--- src/rtl/audio_i2s_receiver.sv ---
// I2S ADC receiver: deserialises iAUD_ADCDAT framed by iAUD_ADCLRCK into signed L/R word pairs.
// Define AUD_RX_LEFT_JUSTIFIED_EN for left-justified framing (MSB on the LRCK transition cycle).
module audio_i2s_receiver #(
  parameter int unsigned AUD_BIT_DEPTH = 32
) (
  input  logic                     iAUD_BCLK,
  input  logic                     reset_reg_N,
  input  logic                     iAUD_ADCLRCK,
  input  logic                     iAUD_ADCDAT,
  output logic [AUD_BIT_DEPTH-1:0] o_lsound_in,
  output logic [AUD_BIT_DEPTH-1:0] o_rsound_in,
  output logic                     o_frame_valid
);

  localparam int unsigned W  = AUD_BIT_DEPTH;
  localparam int unsigned CW = 6;
  localparam logic [CW-1:0] CNT_FULL = CW'(W);
  localparam logic [CW-1:0] CNT_ONE  = CW'(1);

  logic          lrck_q, lrck_d;
  logic [W-1:0]  sr_q, sr_d;
  logic [CW-1:0] cnt_q, cnt_d;
  logic          pend_q, pend_d;
  logic          chan_pend_q, chan_pend_d;
  logic          synced_q, synced_d;
  logic [W-1:0]  l_hold_q, l_hold_d;
  logic [W-1:0]  lsound_q, lsound_d;
  logic [W-1:0]  rsound_q, rsound_d;
  logic          valid_q, valid_d;

  logic          start_c;
  logic          commit_c;
  logic          commit_ch_c;

  assign start_c = (iAUD_ADCLRCK != lrck_q);

  always_ff @(posedge iAUD_BCLK or negedge reset_reg_N) begin
    if (!reset_reg_N) begin
      lrck_q      <= 1'b0;
      sr_q        <= '0;
      cnt_q       <= '0;
      pend_q      <= 1'b0;
      chan_pend_q <= 1'b0;
      synced_q    <= 1'b0;
      l_hold_q    <= '0;
      lsound_q    <= '0;
      rsound_q    <= '0;
      valid_q     <= 1'b0;
    end else begin
      lrck_q      <= lrck_d;
      sr_q        <= sr_d;
      cnt_q       <= cnt_d;
      pend_q      <= pend_d;
      chan_pend_q <= chan_pend_d;
      synced_q    <= synced_d;
      l_hold_q    <= l_hold_d;
      lsound_q    <= lsound_d;
      rsound_q    <= rsound_d;
      valid_q     <= valid_d;
    end
  end

  // Word assembly, framing and channel commit.
  always_comb begin
    lrck_d      = iAUD_ADCLRCK;
    sr_d        = sr_q;
    cnt_d       = cnt_q;
    pend_d      = pend_q;
    chan_pend_d = chan_pend_q;
    synced_d    = synced_q;
    l_hold_d    = l_hold_q;
    lsound_d    = lsound_q;
    rsound_d    = rsound_q;
    valid_d     = 1'b0;
    commit_c    = 1'b0;
    commit_ch_c = 1'b0;

`ifdef AUD_RX_LEFT_JUSTIFIED_EN
    if (start_c) begin
      if (synced_q) begin
        commit_c    = 1'b1;
        commit_ch_c = lrck_q;
      end else begin
        synced_d = 1'b1;
      end
      sr_d  = {iAUD_ADCDAT, {(W-1){1'b0}}};
      cnt_d = CNT_ONE;
    end else if (cnt_q < CNT_FULL) begin
      for (int unsigned i = 0; i < W; i++) begin
        if (cnt_q == CW'(W - 1 - i)) sr_d[i] = iAUD_ADCDAT;
      end
      cnt_d = cnt_q + CNT_ONE;
    end
`else
    // Cycle after a start: the finished word is committed and the MSB is loaded.
    if (pend_q) begin
      if (synced_q) begin
        commit_c    = 1'b1;
        commit_ch_c = chan_pend_q;
      end else begin
        synced_d = 1'b1;
      end
      sr_d   = {iAUD_ADCDAT, {(W-1){1'b0}}};
      cnt_d  = CNT_ONE;
      pend_d = 1'b0;
    end else if (cnt_q < CNT_FULL) begin
      for (int unsigned i = 0; i < W; i++) begin
        if (cnt_q == CW'(W - 1 - i)) sr_d[i] = iAUD_ADCDAT;
      end
      cnt_d = cnt_q + CNT_ONE;
    end
    if (start_c) begin
      pend_d      = 1'b1;
      chan_pend_d = lrck_q;
    end
`endif

    // Left word waits in l_hold so both channels are presented together.
    if (commit_c) begin
      if (commit_ch_c) begin
        lsound_d = l_hold_q;
        rsound_d = sr_q;
        valid_d  = 1'b1;
      end else begin
        l_hold_d = sr_q;
      end
    end
  end

  assign o_lsound_in   = lsound_q;
  assign o_rsound_in   = rsound_q;
  assign o_frame_valid = valid_q;

endmodule

--- config.mk ---
export PLATFORM = sky130hd
export DESIGN_NAME = audio_i2s_receiver
export DESIGN_NICKNAME = d
export VERILOG_FILES = /design/src/rtl/audio_i2s_receiver.sv
export SDC_FILE = /design/constraint.sdc
export NUM_CORES = 1
export LEC_CHECK = 0
export ABC_AREA = 1
export BUFFER_PORTS_ARGS = -buffer_cell sky130_fd_sc_hd__buf_2
export CAP_MARGIN = 20
export CORE_MARGIN = 1.5
export CORE_UTILIZATION = 45
export DETAILED_ROUTE_END_ITERATION = 8
export PLACE_DENSITY_LB_ADDON = 0.08
export SLEW_MARGIN = 20
export SYNTH_ARGS = -nofsm -noshare
export SYNTH_HDL_FRONTEND = slang
export SYNTH_SLANG_ARGS = --single-unit
--- constraint.sdc ---
create_clock -name iAUD_BCLK -period 4.1 [get_ports iAUD_BCLK]
set_clock_uncertainty 0.05 [all_clocks]
set_input_delay 1.025 -clock iAUD_BCLK [delete_from_list [all_inputs] [get_ports iAUD_BCLK]]
set_output_delay 1.025 -clock iAUD_BCLK [all_outputs]
set_load 0.005 [all_outputs]
==> run_results.csv <==
group,metric,value,unit
status,status,"completed",
routing,ant_nets,0,
setup_path,worstPathMaxFanout,40,
setup_path,cp_num_buf_inv,3,
routing,vias,4396,
grt,grt_pass1_wl,19.9,mm
job,maxCapViolations,0,
grt,grt_max_degree,97,
setup_path,reg2reg_setup_slack,1930,ps
worst_hold_path,whs_endpoint,"o_lsound_in[4]",
floorplanning,ioPinCount,69,
floorplanning,core,12600,sq um
synth,yosys_warnings,0,
cts,numCtsBuffers,17,
finish,mostFrequentLayoutCells,"nand2_1, dfrtp_1, o21ai_0",
cts,clockRootBuffer,"clkbuf_16",
setup_path,timing.rr.start,"pend_q",
synth,synth_area,5820,sq um
worst_hold_path,hp-start,"l_hold_q[4]",
cts,cts_resized,0,
grt,use_met1,26.0,%
power,p_per_area,505,nW/um^2
power,power.clock.fraction,43.9,%
power,power.leakage,3.71,nW
power,swShare,24.7,%
placement,place_congestion,0.784,
synth,synth_seq_area_share,59.7,%
cts,cts_tree,"yes",
finish,fin_area,6860,sq um
cts,htreeDepth,4,
sta,drv_slew,0,
grt,first_global_vias,4120,
setup_path,slowest_stage,"nand2_1",
grt,grtUsageTotal,19.2,%
setup_path,reg2reg_to,"sr_q[20]",
power,p_sw,0.854,mW
power,combPwrFrac,10.7,%
worst_hold_path,hold_path_depth,2,
synth,synth-simple-area-share,23.4,%
sta,relSlewSlack,31.1,%
sta,finalSetupViolCount,0,
cts,cts_hold_buf,0,
routing,drc_errors,0,
floorplanning,die_y,117,microns
finish,drive_gt1_share,14.9,%
sta,rsz0062_at_grt,"no",
sta,fin_crit_sh,52.9,%
power,ir_drop,220,uV
sta,hold_viol_final,0,
synth,synth_seq_cells,139,
synth,synthXorXnorAreaFrac,0,%
finish,n_antenna_cell,0,
routing,via_per_inst,4.78,
setup_path,crit_required,4400,ps
floorplanning,rows,41,
routing,drt_pass1_iterations,5,
synth,synth_cell_types,21,
worst_hold_path,min_path_type,"register to register",
placement,dp_cells,889,
routing,wl_per_cell,13.0,microns
setup_path,arrival,2470,ps
grt,globalRouteMet3Util,5.66,%
setup_path,crit_path_start,"pend_q",
cts,cts_sinks,139,
routing,wl,11.9,mm
synth,synth_compound_area_share,7.65,%
grt,busiest_layer,"met2",
setup_path,start_kind,"register",
setup_path,crit_type,"register to register",
setup_path,rr_worst_depth,6,
setup_path,max_stage_delay,710,ps
floorplanning,fp.dieW,117,microns
finish,nNetsFinal,745,
sta,maxClockFrequency,461,MHz
floorplanning,die-area,13600,sq um
setup_path,crit_family,"simple AND/OR/NAND/NOR gates",
synth,syn_inst,681,
synth,synth_fa_ha_area_share,1.07,%
power,seq_power_share,45.4,%
cts,clk_latency,420,ps
setup_path,cp_cell_sequence,"inv_1, buf_4, nand2_1, nand4_1, nand2_1, inv_1",
floorplanning,start_util,46.2,%
grt,antenna_found_initial,0,
setup_path,cp-end-kind,"register",
power,p_int,2.61,mW
placement,place_area,6260,sq um
grt,grt-ovfl-total,0,
sta,worst_pin_slew,1030,ps
placement,port-buffer-count,68,
grt,grt_use_met2,29.5,%
cts,post_cts_buffers,0,
cts,clkTransAtPathRegs,60,ps
synth,synth_nets,690,
finish,area_growth,17.7,%
synth,synth_mux_area_share,0,%
finish,final_cells,919,
cts,clk_path_buf_depth,2,
routing,drtIter0Drc,272,
synth,synth_top_family_by_area,"simple AND/OR/NAND/NOR gates",
placement,dp_hpwl,7.90,mm
sta,setup_tns,0,ps
sta,post-route-min-period,2170,ps
finish,layout_commonest_cell,"nand2_1",
synth,synth_area_per_cell,8.55,sq um
==> flip-flops by register name (all words and copies together) (netlist names) <==
signal	cells
o_lsound_in	32
pend_q	1
o_rsound_in	32
lrck_q	1
cnt_q	6
l_hold_q	32
o_frame_valid	1
chan_pend_q	1
synced_q	1
sr_q	32
==> layer usage <==
metal / part of all wire (%) / vias to the layer above
met5: 0 / -
met4: 1.0 / 0
met3: 3.9 / 10
met2: 45 / 80
met1: 50 / 2071
li1: - / 2235
==> cell usage after synthesis <==
cell      number  area, sq um
o21ai_1        4         20.0
clkbuf_1      13         48.8
buf_4          4         30.0
buf_2         18         90.1
nand3_2        2         20.0
nor2_4         2         22.5
nand2_1      265          995
o21ai_0       81          405
or2_2          1         6.26
buf_6          1         11.3
dfrtp_1      139         3480
ha_1           5         62.6
a21oi_1        4         20.0
nor2_1        17         63.8
inv_1         76          285
nand2_2        1         6.26
nor2_2         1         6.26
nand4_1       16          100
inv_2          2         7.51
nand3_1       28          140
clkbuf_2       1         5.00
==> area by class of cell <==
| cell class | count | area [sq um] |
|---|---|---|
| Multi-Input combinational cell | 427 | 1870 |
| Sequential cell | 139 | 3480 |
| Timing Repair Buffer | 73 | 409 |
| Clock buffer | 22 | 474 |
| Clock inverter | 8 | 118 |
| Inverter | 78 | 293 |
| Fill cell | 1229 | 5760 |
| Tap cell | 172 | 215 |
==> worst min-delay path: stages, from the launching register on <==
cell,delay [ps]
dfrtp_1,340
nand2_1,50
nand2_1,40
==> per-stage QoR <==
stage	hold slack (ps)	total power, mW	util (%)	setup WS [ps]
after floorplan	392	1.81	-	2460
after global placement	408	1.96	49.5	1750
after detailed placement	410	1.97	49.6	1710
after CTS	420	3.50	54.3	1940
after global routing	443	3.64	54.3	1790
final	418	3.46	54.3	1930
==> cells by family after synthesis <==
group                    count (synthesis)
buffers and inverters                  115
flip-flops                             139
AND/OR/NAND/NOR                        333
adder cells (fa/ha/maj)                  5
AO/OA/AOI/OAI                           89
==> worst max path at each step <==
stage | end | cells after the start
after floorplan | sr_q[24] | 5
after global placement | sr_q[27] | 5
after detailed placement | sr_q[20] | 5
after CTS | sr_q[20] | 6
after global routing | sr_q[23] | 6
final | sr_q[20] | 6
==> power groups by stage <==
| stage | clock network, mW | logic (mW) | registers (mW) |
|---|---|---|---|
| after floorplan | 0 | 0.240 | 1.57 |
| after global placement | 0 | 0.370 | 1.59 |
| after detailed placement | 0 | 0.377 | 1.59 |
| after CTS | 1.55 | 0.380 | 1.57 |
| after global routing | 1.62 | 0.433 | 1.59 |
| final | 1.52 | 0.371 | 1.57 |
Power figures use the tool's default switching activity.
